**src/rtl/rv32_mem_pkg.sv**
```systemverilog
// Shared encodings for the MEM-stage data memory access unit: funct3 codes,
// FSM state encoding, byte-enable constants and lane helpers.
package rv32_mem_pkg;

  localparam logic [2:0] F3_LB  = 3'b000;
  localparam logic [2:0] F3_LH  = 3'b001;
  localparam logic [2:0] F3_LW  = 3'b010;
  localparam logic [2:0] F3_LBU = 3'b100;
  localparam logic [2:0] F3_LHU = 3'b101;

  localparam logic [1:0] F3_SB = 2'b00;
  localparam logic [1:0] F3_SH = 2'b01;
  localparam logic [1:0] F3_SW = 2'b10;

  typedef enum logic [1:0] {
    ST_IDLE     = 2'd0,
    ST_ACCESS   = 2'd1,
    ST_COMPLETE = 2'd2
  } mem_state_t;

  localparam logic [3:0] BE_NONE    = 4'b0000;
  localparam logic [3:0] BE_BYTE0   = 4'b0001;
  localparam logic [3:0] BE_HALF_LO = 4'b0011;
  localparam logic [3:0] BE_HALF_HI = 4'b1100;
  localparam logic [3:0] BE_WORD    = 4'b1111;

  // Access size is funct3[1:0] for both loads and stores: 00 byte, 01 half, 10 word.
  function automatic logic [3:0] byte_enable(input logic [1:0] size, input logic [1:0] offset);
    case (size)
      2'b00:   return BE_BYTE0 << offset;
      2'b01:   return offset[1] ? BE_HALF_HI : BE_HALF_LO;
      2'b10:   return BE_WORD;
      default: return BE_NONE;
    endcase
  endfunction

  function automatic logic is_misaligned(input logic [1:0] size, input logic [1:0] offset);
    case (size)
      2'b01:   return offset[0];
      2'b10:   return |offset;
      default: return 1'b0;
    endcase
  endfunction

endpackage

```
**src/rtl/load_align_extend.sv**
```systemverilog
// Extracts the addressed byte/halfword from a memory word and sign- or
// zero-extends it according to the load funct3.
module load_align_extend
  import rv32_mem_pkg::*;
(
  input  logic [2:0]  funct3,
  input  logic [1:0]  byte_offset,
  input  logic [31:0] mem_rdata,
  output logic [31:0] load_word
);

  logic [7:0]  lane_byte;
  logic [15:0] lane_half;

  always_comb begin
    lane_byte = '0;
    lane_half = '0;
    load_word = '0;
    case (byte_offset)
      2'd0:    lane_byte = mem_rdata[7:0];
      2'd1:    lane_byte = mem_rdata[15:8];
      2'd2:    lane_byte = mem_rdata[23:16];
      default: lane_byte = mem_rdata[31:24];
    endcase
    lane_half = byte_offset[1] ? mem_rdata[31:16] : mem_rdata[15:0];
    case (funct3)
      F3_LB:   load_word = {{24{lane_byte[7]}}, lane_byte};
      F3_LH:   load_word = {{16{lane_half[15]}}, lane_half};
      F3_LW:   load_word = mem_rdata;
      F3_LBU:  load_word = {24'h0, lane_byte};
      F3_LHU:  load_word = {16'h0, lane_half};
      default: load_word = '0;
    endcase
  end

endmodule

```
**src/rtl/data_mem_access_unit.sv**
```systemverilog
// MEM-stage responder: turns decoded load/store commands into one request/ack
// transaction on the word-wide data memory port and stalls the pipeline meanwhile.
module data_mem_access_unit
  import rv32_mem_pkg::*;
#(
  parameter int unsigned TIMEOUT_CYCLES = 255
) (
  input  logic        CLK,
  input  logic        RESET,
  input  logic [3:0]  mem_read,
  input  logic [2:0]  mem_write,
  input  logic [31:0] address,
  input  logic [31:0] write_data,
  output logic [31:0] read_data,
  output logic        busywait,
  output logic        access_fault,
  output logic        mem_req,
  output logic        mem_we,
  output logic [29:0] mem_addr,
  output logic [31:0] mem_wdata,
  output logic [3:0]  mem_byte_en,
  input  logic [31:0] mem_rdata,
  input  logic        mem_ack
);

  localparam logic [31:0] TIMEOUT_LAST = 32'(TIMEOUT_CYCLES - 1);

  mem_state_t  state, next_state;
  logic        wr_en, rd_en, cmd_valid, cmd_illegal, cmd_ok;
  logic [2:0]  cmd_funct3;
  logic [1:0]  cmd_size;
  logic [31:0] store_data;
  logic [31:0] timeout_count;
  logic        timed_out;
  logic        start_access, fault_now;
  logic [2:0]  load_funct3;
  logic [1:0]  lane_offset;
  logic [31:0] load_word;

  // A store takes priority when both enables arrive together.
  assign wr_en      = mem_write[2];
  assign rd_en      = mem_read[3] & ~wr_en;
  assign cmd_valid  = rd_en | wr_en;
  assign cmd_funct3 = wr_en ? {1'b0, mem_write[1:0]} : mem_read[2:0];
  assign cmd_size   = cmd_funct3[1:0];
  assign cmd_illegal = (cmd_size == 2'b11) | (rd_en & cmd_funct3[2] & cmd_funct3[1]);
  assign cmd_ok     = ~cmd_illegal & ~is_misaligned(cmd_size, address[1:0]);
  assign timed_out  = (TIMEOUT_CYCLES != 0) && (timeout_count == TIMEOUT_LAST);

  always_comb begin
    case (cmd_size)
      2'b00:   store_data = {4{write_data[7:0]}};
      2'b01:   store_data = {2{write_data[15:0]}};
      default: store_data = write_data;
    endcase
  end

  load_align_extend u_load_align_extend (
    .funct3      (load_funct3),
    .byte_offset (lane_offset),
    .mem_rdata   (mem_rdata),
    .load_word   (load_word)
  );

  always_comb begin
    next_state   = state;
    start_access = 1'b0;
    fault_now    = 1'b0;
    busywait     = 1'b0;
    case (state)
      ST_IDLE: begin
        busywait = cmd_valid;
        if (cmd_valid) begin
          next_state = ST_COMPLETE;
          if (cmd_ok) begin
            next_state   = ST_ACCESS;
            start_access = 1'b1;
          end else begin
            fault_now = 1'b1;
          end
        end
      end
      ST_ACCESS: begin
        busywait = 1'b1;
        if (mem_ack) begin
          next_state = ST_COMPLETE;
        end else if (timed_out) begin
          next_state = ST_COMPLETE;
          fault_now  = 1'b1;
        end
      end
      default: next_state = ST_IDLE;
    endcase
  end

  // Request fields are written only when a transaction starts, so they stay
  // stable for the whole ACCESS phase.
  always_ff @(posedge CLK) begin
    if (RESET) begin
      state         <= ST_IDLE;
      mem_req       <= 1'b0;
      mem_we        <= 1'b0;
      mem_addr      <= '0;
      mem_wdata     <= '0;
      mem_byte_en   <= '0;
      read_data     <= '0;
      access_fault  <= 1'b0;
      timeout_count <= '0;
      load_funct3   <= '0;
      lane_offset   <= '0;
    end else begin
      state        <= next_state;
      access_fault <= fault_now;
      if (start_access) begin
        mem_req       <= 1'b1;
        mem_we        <= wr_en;
        mem_addr      <= address[31:2];
        mem_wdata     <= store_data;
        mem_byte_en   <= byte_enable(cmd_size, address[1:0]);
        load_funct3   <= cmd_funct3;
        lane_offset   <= address[1:0];
        timeout_count <= '0;
      end else if (state == ST_ACCESS) begin
        if (mem_ack) begin
          mem_req <= 1'b0;
          mem_we  <= 1'b0;
          if (!mem_we) read_data <= load_word;
        end else if (timed_out) begin
          mem_req <= 1'b0;
          mem_we  <= 1'b0;
        end else begin
          timeout_count <= timeout_count + 32'd1;
        end
      end
      if (fault_now) read_data <= '0;
    end
  end

endmodule

```
**config.mk**
```make
export PLATFORM = sky130hd
export DESIGN_NAME = data_mem_access_unit
export DESIGN_NICKNAME = d
export VERILOG_FILES = /design/src/rtl/rv32_mem_pkg.sv /design/src/rtl/load_align_extend.sv /design/src/rtl/data_mem_access_unit.sv
export SDC_FILE = /design/constraint.sdc
export NUM_CORES = 1
export LEC_CHECK = 0
export CORE_UTILIZATION = 40
export CTS_CLUSTER_SIZE = 28
export DETAILED_ROUTE_END_ITERATION = 10
export GPL_TIMING_DRIVEN = 1
export HOLD_SLACK_MARGIN = 0.08
export PLACE_DENSITY = 0.72
export RECOVER_POWER = 50
export SLEW_MARGIN = 40
export SYNTH_ARGS = -nofsm -noshare
export SYNTH_HDL_FRONTEND = slang
export SYNTH_HIERARCHICAL = 1
export SYNTH_SLANG_ARGS = --single-unit
```
**constraint.sdc**
```tcl
create_clock -name CLK -period 2.9 [get_ports CLK]
set_input_delay 0.58 -clock CLK [delete_from_list [all_inputs] [get_ports CLK]]
set_output_delay 0.58 -clock CLK [all_outputs]
set_load 0.02 [all_outputs]
```
==> results of run 1 <==
[cells in the final DEF, fill, tap and decap left out, types with 6 or more instances in the layout]
| cell type | count |
|---|---|
| o21ai_0 | 11 |
| a221o_1 | 13 |
| a22oi_1 | 19 |
| dlygate4sd3_1 | 102 |
| bufinv_16 | 8 |
| buf_4 | 32 |
| nor2b_1 | 7 |
| a31oi_1 | 8 |
| nand3_1 | 18 |
| nand2_1 | 137 |
| inv_1 | 10 |
| a211oi_1 | 18 |
| nor2_1 | 73 |
| nor4_1 | 8 |
| clkdlybuf4s50_1 | 103 |
| clkbuf_16 | 17 |
| a21oi_1 | 93 |
| mux2_2 | 11 |
| mux2i_1 | 39 |
| dfxtp_1 | 140 |
| nor3_1 | 13 |
| or3_1 | 7 |
| xnor2_1 | 13 |
| o211ai_1 | 24 |
| nand4_1 | 9 |
| ha_1 | 6 |
[Yosys cell counts (all sizes together), types with 4 or more instances]
library cell	count	area share (%)
and4	6	0.85
o31ai	5	0.74
nor4	8	0.72
a21oi	93	6.7
nand3b	4	0.43
inv	10	0.54
nand4	10	1.1
a221o	13	1.9
ha	6	1.1
mux4	5	1.7
xnor2	13	1.6
buf	32	3.0
or4	7	0.87
clkbuf	30	1.6
nor3	14	1.2
nand3	19	1.6
o21ai	11	0.80
dfxtp	140	41
nand2	138	7.5
mux2	12	2.0
a22oi	20	2.4
a31oi	8	0.72
or3	9	0.85
mux2i	41	5.9
and3	4	0.36
a211oi	18	2.0
o211ai	24	2.6
nor2	73	4.0
nor2b	7	0.63
[power by group]
group / leakage, uW / internal, uW / switching, uW
logic: 0.00235 / 731 / 891
registers: 0.00114 / 2070 / 91.4
clock network: 0.000352 / 1790 / 870
[metal layers]
metal	GRT usage, %	wire [um]
met5	0	0
met3	7.65	1640
met4	10.4	608
met1	29.0	9020
met2	37.6	9540
[layout make-up]
type                       instances  area share, %
inverter                          11          0.412
sequential                       140           28.0
tap                              220           2.75
clock inverter                    15           2.90
timing repair buffer             246           24.1
multi-input combinational        597           37.6
clock buffer                      17           4.24
[repair_timing]
action,4_1_cts,5_1_grt
endpoints found under the setup margin,0,122
buffers inserted,0,1
endpoints found under the hold margin,0,0
resized for setup,0,3
[worst max-delay path by stage]
stage | depth (start not counted) | slack (ns) | from | endpoint
floorplan | 12 | 0.002 | mem_write[2] | timeout_count[0]$_SDFFE_PP0P_
global placement | 10 | -0.23 | mem_write[2] | load_funct3[1]$_SDFFE_PP0P_
detailed placement | 10 | -0.41 | mem_write[2] | mem_wdata[14]$_SDFFE_PP0P_
CTS | 10 | 0.03 | mem_write[2] | mem_wdata[14]$_SDFFE_PP0P_
global route | 11 | 0.14 | mem_read[1] | mem_addr[22]$_SDFFE_PP0P_
finish | 9 | 0.32 | mem_read[1] | timeout_count[12]$_SDFFE_PP0P_
[worst reg2reg max path: stages, from the launching register on]
cell and delay [ns]:
dfxtp_1 0.33, inv_1 0.10, ha_1 0.15, nor4b_1 0.29, nand4_1 0.43, nor3_4 0.45, a211o_2 0.21, buf_12 0.19
nor2_1 0.08
[registers in the layout (all words and copies together), names as in the netlist]
| signal | flops |
|---|---|
| mem_wdata | 32 |
| mem_byte_en | 4 |
| access_fault | 1 |
| timeout_count | 32 |
| mem_addr | 30 |
| state | 2 |
| mem_we | 1 |
| lane_offset | 2 |
| read_data | 32 |
| load_funct3 | 3 |
| mem_req | 1 |
[through the flow]
stage,setup TNS (ns),hold slack [ns],cell area [um^2],setup WS [ns],instances
after CTS,0,0.455,10000,0.0323,1245
after floorplan,0,0.437,6920,0.00171,810
after global placement,-22.79,0.439,9310,-0.227,1213
after detailed placement,-42.39,0.446,9310,-0.411,1213
after global routing,0,0.464,10000,0.136,1246
final,0,0.449,10000,0.323,1246
[kinds of logic (layout without fill, tap and decap cells)]
family          count (synthesis)  count (layout)  synth area share (%)
xor+xnor                       16              16                  2.03
fa+ha+maj                       6               6                  1.09
buf+inv                        73             289                  5.21
flops                         140             140                  40.5
mux                            58              58                  9.63
simple gates                  310             310                  21.4
compound gates                207             207                  20.1
==> flow_summary.json, run 1 <==
{
  "dp.final_hpwl_um": 14700,
  "htree_levels": 4,
  "syn-instance-count": 810,
  "drive_gt1_share_pct": 10.7,
  "n_fill_cell": 1528,
  "timing_hold_violations_final": 0,
  "synth-main-ff-cell": "dfxtp_1",
  "cp.arrival_ns": 2.92,
  "die_w_um": 133,
  "max_slew_margin_pct": 48.3,
  "initial_core_util_pct": 41.4,
  "worst-path-buf-inv": 2,
  "detail_route.wl_per_cell_um": 16.7,
  "syn_area_um2": 6910,
  "postRouteAntennaNets": 0,
  "worst_path_largest_cell_delay_ns": 0.54,
  "root_buffer": "clkbuf_16",
  "syn_avg_cell_area_um2": 8.53,
  "worstPathRequired_ns": 3.24,
  "hp-start": "mem_addr[21]$_SDFFE_PP0P_",
  "coreArea_um2": 16700,
  "async_flop_share_pct": 0,
  "worstSkewPairLatency_ns": 0.41,
  "cap_violations": 0,
  "clock-sinks": 140,
  "cts_tree": "done",
  "seqCellArea_um2": 2800,
  "p_total_uw": 6440,
  "grt_max_degree": 49,
  "firstDrtPassIters": 5,
  "hold_class": "flip-flop to flip-flop",
  "area.growth.synth_to_final_pct": 45.0,
  "routabilityCongestion": 0.862,
  "period_needed_ns": 2.58,
  "tightest_slew_ns": 0.774,
  "leakage_uw": 0.00384,
  "portBuffers": 207,
  "crit_chain": "clkdlybuf4s50_1, mux2i_2, buf_4, ha_1, nand3_1, and4_1, a21o_1, or4_1, o21ai_0",
  "grt_pass1_vias": 6518,
  "grt_first_pass_wirelength_um": 33500,
  "cp_top_family": "simple AND/OR/NAND/NOR gates",
  "cp_max_fo": 8,
  "crit_slowest_cell": "clkdlybuf4s50_1",
  "synth_seq_cells": 140,
  "ioPinCount": 208,
  "multi_input_area_um2": 3770,
  "holdPathEnd": "mem_addr[21]$_SDFFE_PP0P_",
  "r2r-start": "timeout_count[0]$_SDFFE_PP0P_",
  "rows": 47,
  "ir_drop_uv": 445,
  "cts_made_buffers": 17,
  "reg2reg_depth": 8,
  "reg2reg_to": "read_data[26]$_SDFFE_PP0P_",
  "critical_path_class": "input pin to flip-flop",
  "drt_iter0_markers": 431,
  "die_area_um2": 17800,
  "setup_viol": 0,
  "wl_um": 20800,
  "die_h_um": 133,
  "skew_ns": 0.00571,
  "ys_warn_count": 6,
  "rsz0062_at_grt": "false",
  "start_kind": "input pin",
  "critPathCaptureType": "flip-flop",
  "grt-ovfl-total": 0,
  "drv_slew": 0,
  "drc": 0,
  "status": "completed",
  "fin_nets": 1125,
  "diodes": 0,
  "antenna_found_initial": 0,
  "utilization_pct": 60.0,
  "dr_total_vias": 6791,
  "clock_path_buffers": 2,
  "clkTransAtPathRegs_ns": 0.06,
  "r2r_slack_ns": 0.55,
  "synth_edf_count": 0,
  "post-route-period-util_pct": 88.8,
  "synth_cell_types": 66,
  "cts_hold_buffers": 0,
  "synth-seq-area-share_pct": 40.5,
  "holdPathStages": 2,
  "fmax_ghz": 0.388,
  "vias_per_cell": 5.45,
  "synth_nets": 922,
  "power_density_nw_per_um2": 643,
  "grt_usage_pct": 23.6
}
Power figures use the tool's default switching activity.
==> run 2, diff against run 1 <==
--- a/config.mk
+++ b/config.mk
@@ -11,5 +11,5 @@
 export GPL_TIMING_DRIVEN = 1
 export HOLD_SLACK_MARGIN = 0.08
-export PLACE_DENSITY = 0.72
+export PLACE_DENSITY_LB_ADDON = 0.3
 export RECOVER_POWER = 50
 export SLEW_MARGIN = 40
==> constraint.sdc (replaced) <==
create_clock -name CLK -period 2.9 [get_ports CLK]
set_input_delay 0.58 -clock CLK [delete_from_list [all_inputs] [get_ports CLK]]
set_output_delay 0.58 -clock CLK [all_outputs]
set_load 0.1 [all_outputs]
==> run 2 against run 1 <==
Effect of this change: register-to-register slack barely moved; clock-buffer cell count rose by 1; combinational power rose by 40%; flip-flop and latch count did not move; die area did not move; first-iteration DRC count fell by 7.4%; sequential share of layout area rose by 2.3 points; routed wire length fell by 4.9%; utilization fell by 4.6 points; largest cell class unchanged; largest power group is now combinational cells; highest routed layer unchanged.
==> flow_summary.json, run 2 (synthesis gave the netlist of run 1 again) <==
{
  "status": "completed",
  "initial_core_util_pct": 41.4,
  "cts_hold_buffers": 0,
  "area.growth.synth_to_final_pct": 33.8,
  "power.share.sequential_pct": 32.9,
  "reg2reg_depth": 8,
  "worst_slack_ns": 0.146,
  "power_density_nw_per_um2": 712,
  "reg2reg_to": "read_data[18]$_SDFFE_PP0P_",
  "worst_path_largest_cell_delay_ns": 0.57,
  "hold_class": "flip-flop to flip-flop",
  "fin_cells": 1243,
  "max_slew_margin_pct": 15.9,
  "portBuffers": 207,
  "layout_commonest_cell": "dfxtp_1",
  "critPathCaptureType": "flip-flop",
  "critical_path_class": "input pin to flip-flop",
  "clkTransAtPathRegs_ns": 0.06,
  "crit_end": "timeout_count[23]$_SDFFE_PP0P_",
  "r2r_slack_ns": 0.56,
  "cp-startpoint": "mem_write[2]",
  "final_area_um2": 9250,
  "p_switching_uw": 2610,
  "worstPathRequired_ns": 3.20,
  "timing_hold_violations_final": 0,
  "skew_ns": 0.00828,
  "whs_ns": 0.449,
  "cts_tree": "done",
  "start_kind": "input pin",
  "clock_path_buffers": 2,
  "drc": 0,
  "die_h_um": 133,
  "wl_um": 19800,
  "intPower_uw": 3980,
  "cap_violations": 0,
  "ioPinCount": 208,
  "dr_total_vias": 6705,
  "cts_made_buffers": 17,
  "grt_max_degree": 55,
  "r2r-start": "timeout_count[0]$_SDFFE_PP0P_",
  "coreArea_um2": 16700,
  "period_needed_ns": 2.75,
  "grt-ovfl-total": 0,
  "routabilityCongestion": 0.824,
  "fmax_ghz": 0.363,
  "place_area_um2": 9030,
  "drt_iter0_markers": 399,
  "crit_chain": "clkdlybuf4s50_1, mux2i_2, clkinv_1, ha_1, o211ai_1, and4_2, a21o_1, buf_4, nor2_1",
  "postRouteAntennaNets": 0,
  "root_buffer": "clkbuf_16",
  "setup_viol": 0,
  "firstDrtPassIters": 5,
  "diodes": 0,
  "worstSkewPairLatency_ns": 0.42,
  "rows": 47,
  "grt_first_pass_wirelength_um": 32400,
  "drv_slew": 0,
  "pre_cts_slack_ns": -0.269,
  "fin_nets": 1122,
  "post-route-period-util_pct": 95.0,
  "die_area_um2": 17800,
  "grt_pass1_vias": 6401,
  "cp_max_fo": 17,
  "detail_route.wl_per_cell_um": 15.9,
  "drive_gt1_share_pct": 11.0,
  "utilization_pct": 55.4,
  "antenna_found_initial": 0,
  "leakage_uw": 0.00322,
  "die_w_um": 133,
  "most-common-layout-cells": "dfxtp_1, nand2_1, clkdlybuf4s50_1, clkbuf_1, a21oi_1",
  "dp.final_hpwl_um": 14300,
  "cp.arrival_ns": 3.06,
  "clock-sinks": 140,
  "p_sw_share_pct": 39.6,
  "htree_levels": 4,
  "ir_drop_uv": 439,
  "reg_top3": "mem_wdata: 32 flops, read_data: 32 flops, timeout_count: 32 flops",
  "grt_usage_pct": 22.8,
  "crit_slowest_cell": "clkdlybuf4s50_1",
  "combPwrFrac_pct": 34.5,
  "tightest_slew_ns": 1.27,
  "dp_cells": 1210,
  "vias_per_cell": 5.39,
  "power.share.clock_pct": 32.6
}
-- run 2: cell count changes in the layout (fill, tap and decap cells not counted), moves of 2 or more --
cell / before / now
clkinvlp_4: 0 / 3
clkinv_2: 3 / 5
dlygate4sd3_1: 102 / 0
bufinv_16: 8 / 2
clkbuf_1: 2 / 101
-- run 2: layer usage --
| metal | up-vias | global-route usage, % | wire length (um) |
|---|---|---|---|
| met4 | 0 | 8.21 | 348 |
| met3 | 28 | 7.46 | 1670 |
| met2 | 240 | 36.6 | 9110 |
| met1 | 3113 | 28.5 | 8660 |
| met5 | - | 0 | 0 |
| li1 | 3324 | - | - |
-- run 2: per-stage QoR --
stage / setup TNS [ns] / total power [uW]
global placement: -15.73 / 4570
CTS: 0 / 6750
finish: 0 / 6580
floorplan: 0 / 3940
detailed placement: -24.56 / 4590
global route: -1.15 / 6890
-- run 2: final cells by class --
type                       count  area (um^2)
clock buffer                  18          439
clock inverter                14          143
fill                        1674         7450
inverter                      11         41.3
multi-input combinational    597         3780
sequential                   140         2800
tap                          220          275
timing repair buffer         243         1770
-- run 2: worst min path at each step --
stage	start	to	slack, ns	depth (start not counted)
floorplan	lane_offset[1]$_SDFFE_PP0P_	lane_offset[1]$_SDFFE_PP0P_	0.44	2
global placement	mem_wdata[10]$_SDFFE_PP0P_	mem_wdata[10]$_SDFFE_PP0P_	0.44	2
detailed placement	mem_wdata[25]$_SDFFE_PP0P_	mem_wdata[25]$_SDFFE_PP0P_	0.45	2
CTS	mem_wdata[25]$_SDFFE_PP0P_	mem_wdata[25]$_SDFFE_PP0P_	0.45	2
global route	mem_byte_en[3]$_SDFFE_PP0P_	mem_byte_en[3]$_SDFFE_PP0P_	0.48	2
finish	mem_wdata[11]$_SDFFE_PP0P_	mem_wdata[11]$_SDFFE_PP0P_	0.45	2
-- run 2: timing repair --
item	CTS	global route
setup endpoints to repair	0	25
resized for setup	0	2
setup buffers	0	1
-- run 2: power groups by stage --
stage          clock, uW  combinational (uW)  sequential [uW]
3_5_place_dp           0                2380             2210
3_3_place_gp           0                2370             2210
4_1_cts             2200                2380             2170
6_report            2150                2270             2170
5_1_grt             2290                2410             2190
2_1_floorplan          0                 839             3100
-- run 2: critical path, delay by kind of cell --
family | cells | cell delay, ns
compound gates | 2 | 0.52
fa+ha+maj | 1 | 0.23
buf+inv | 3 | 1.02
mux | 1 | 0.30
simple gates | 2 | 0.40
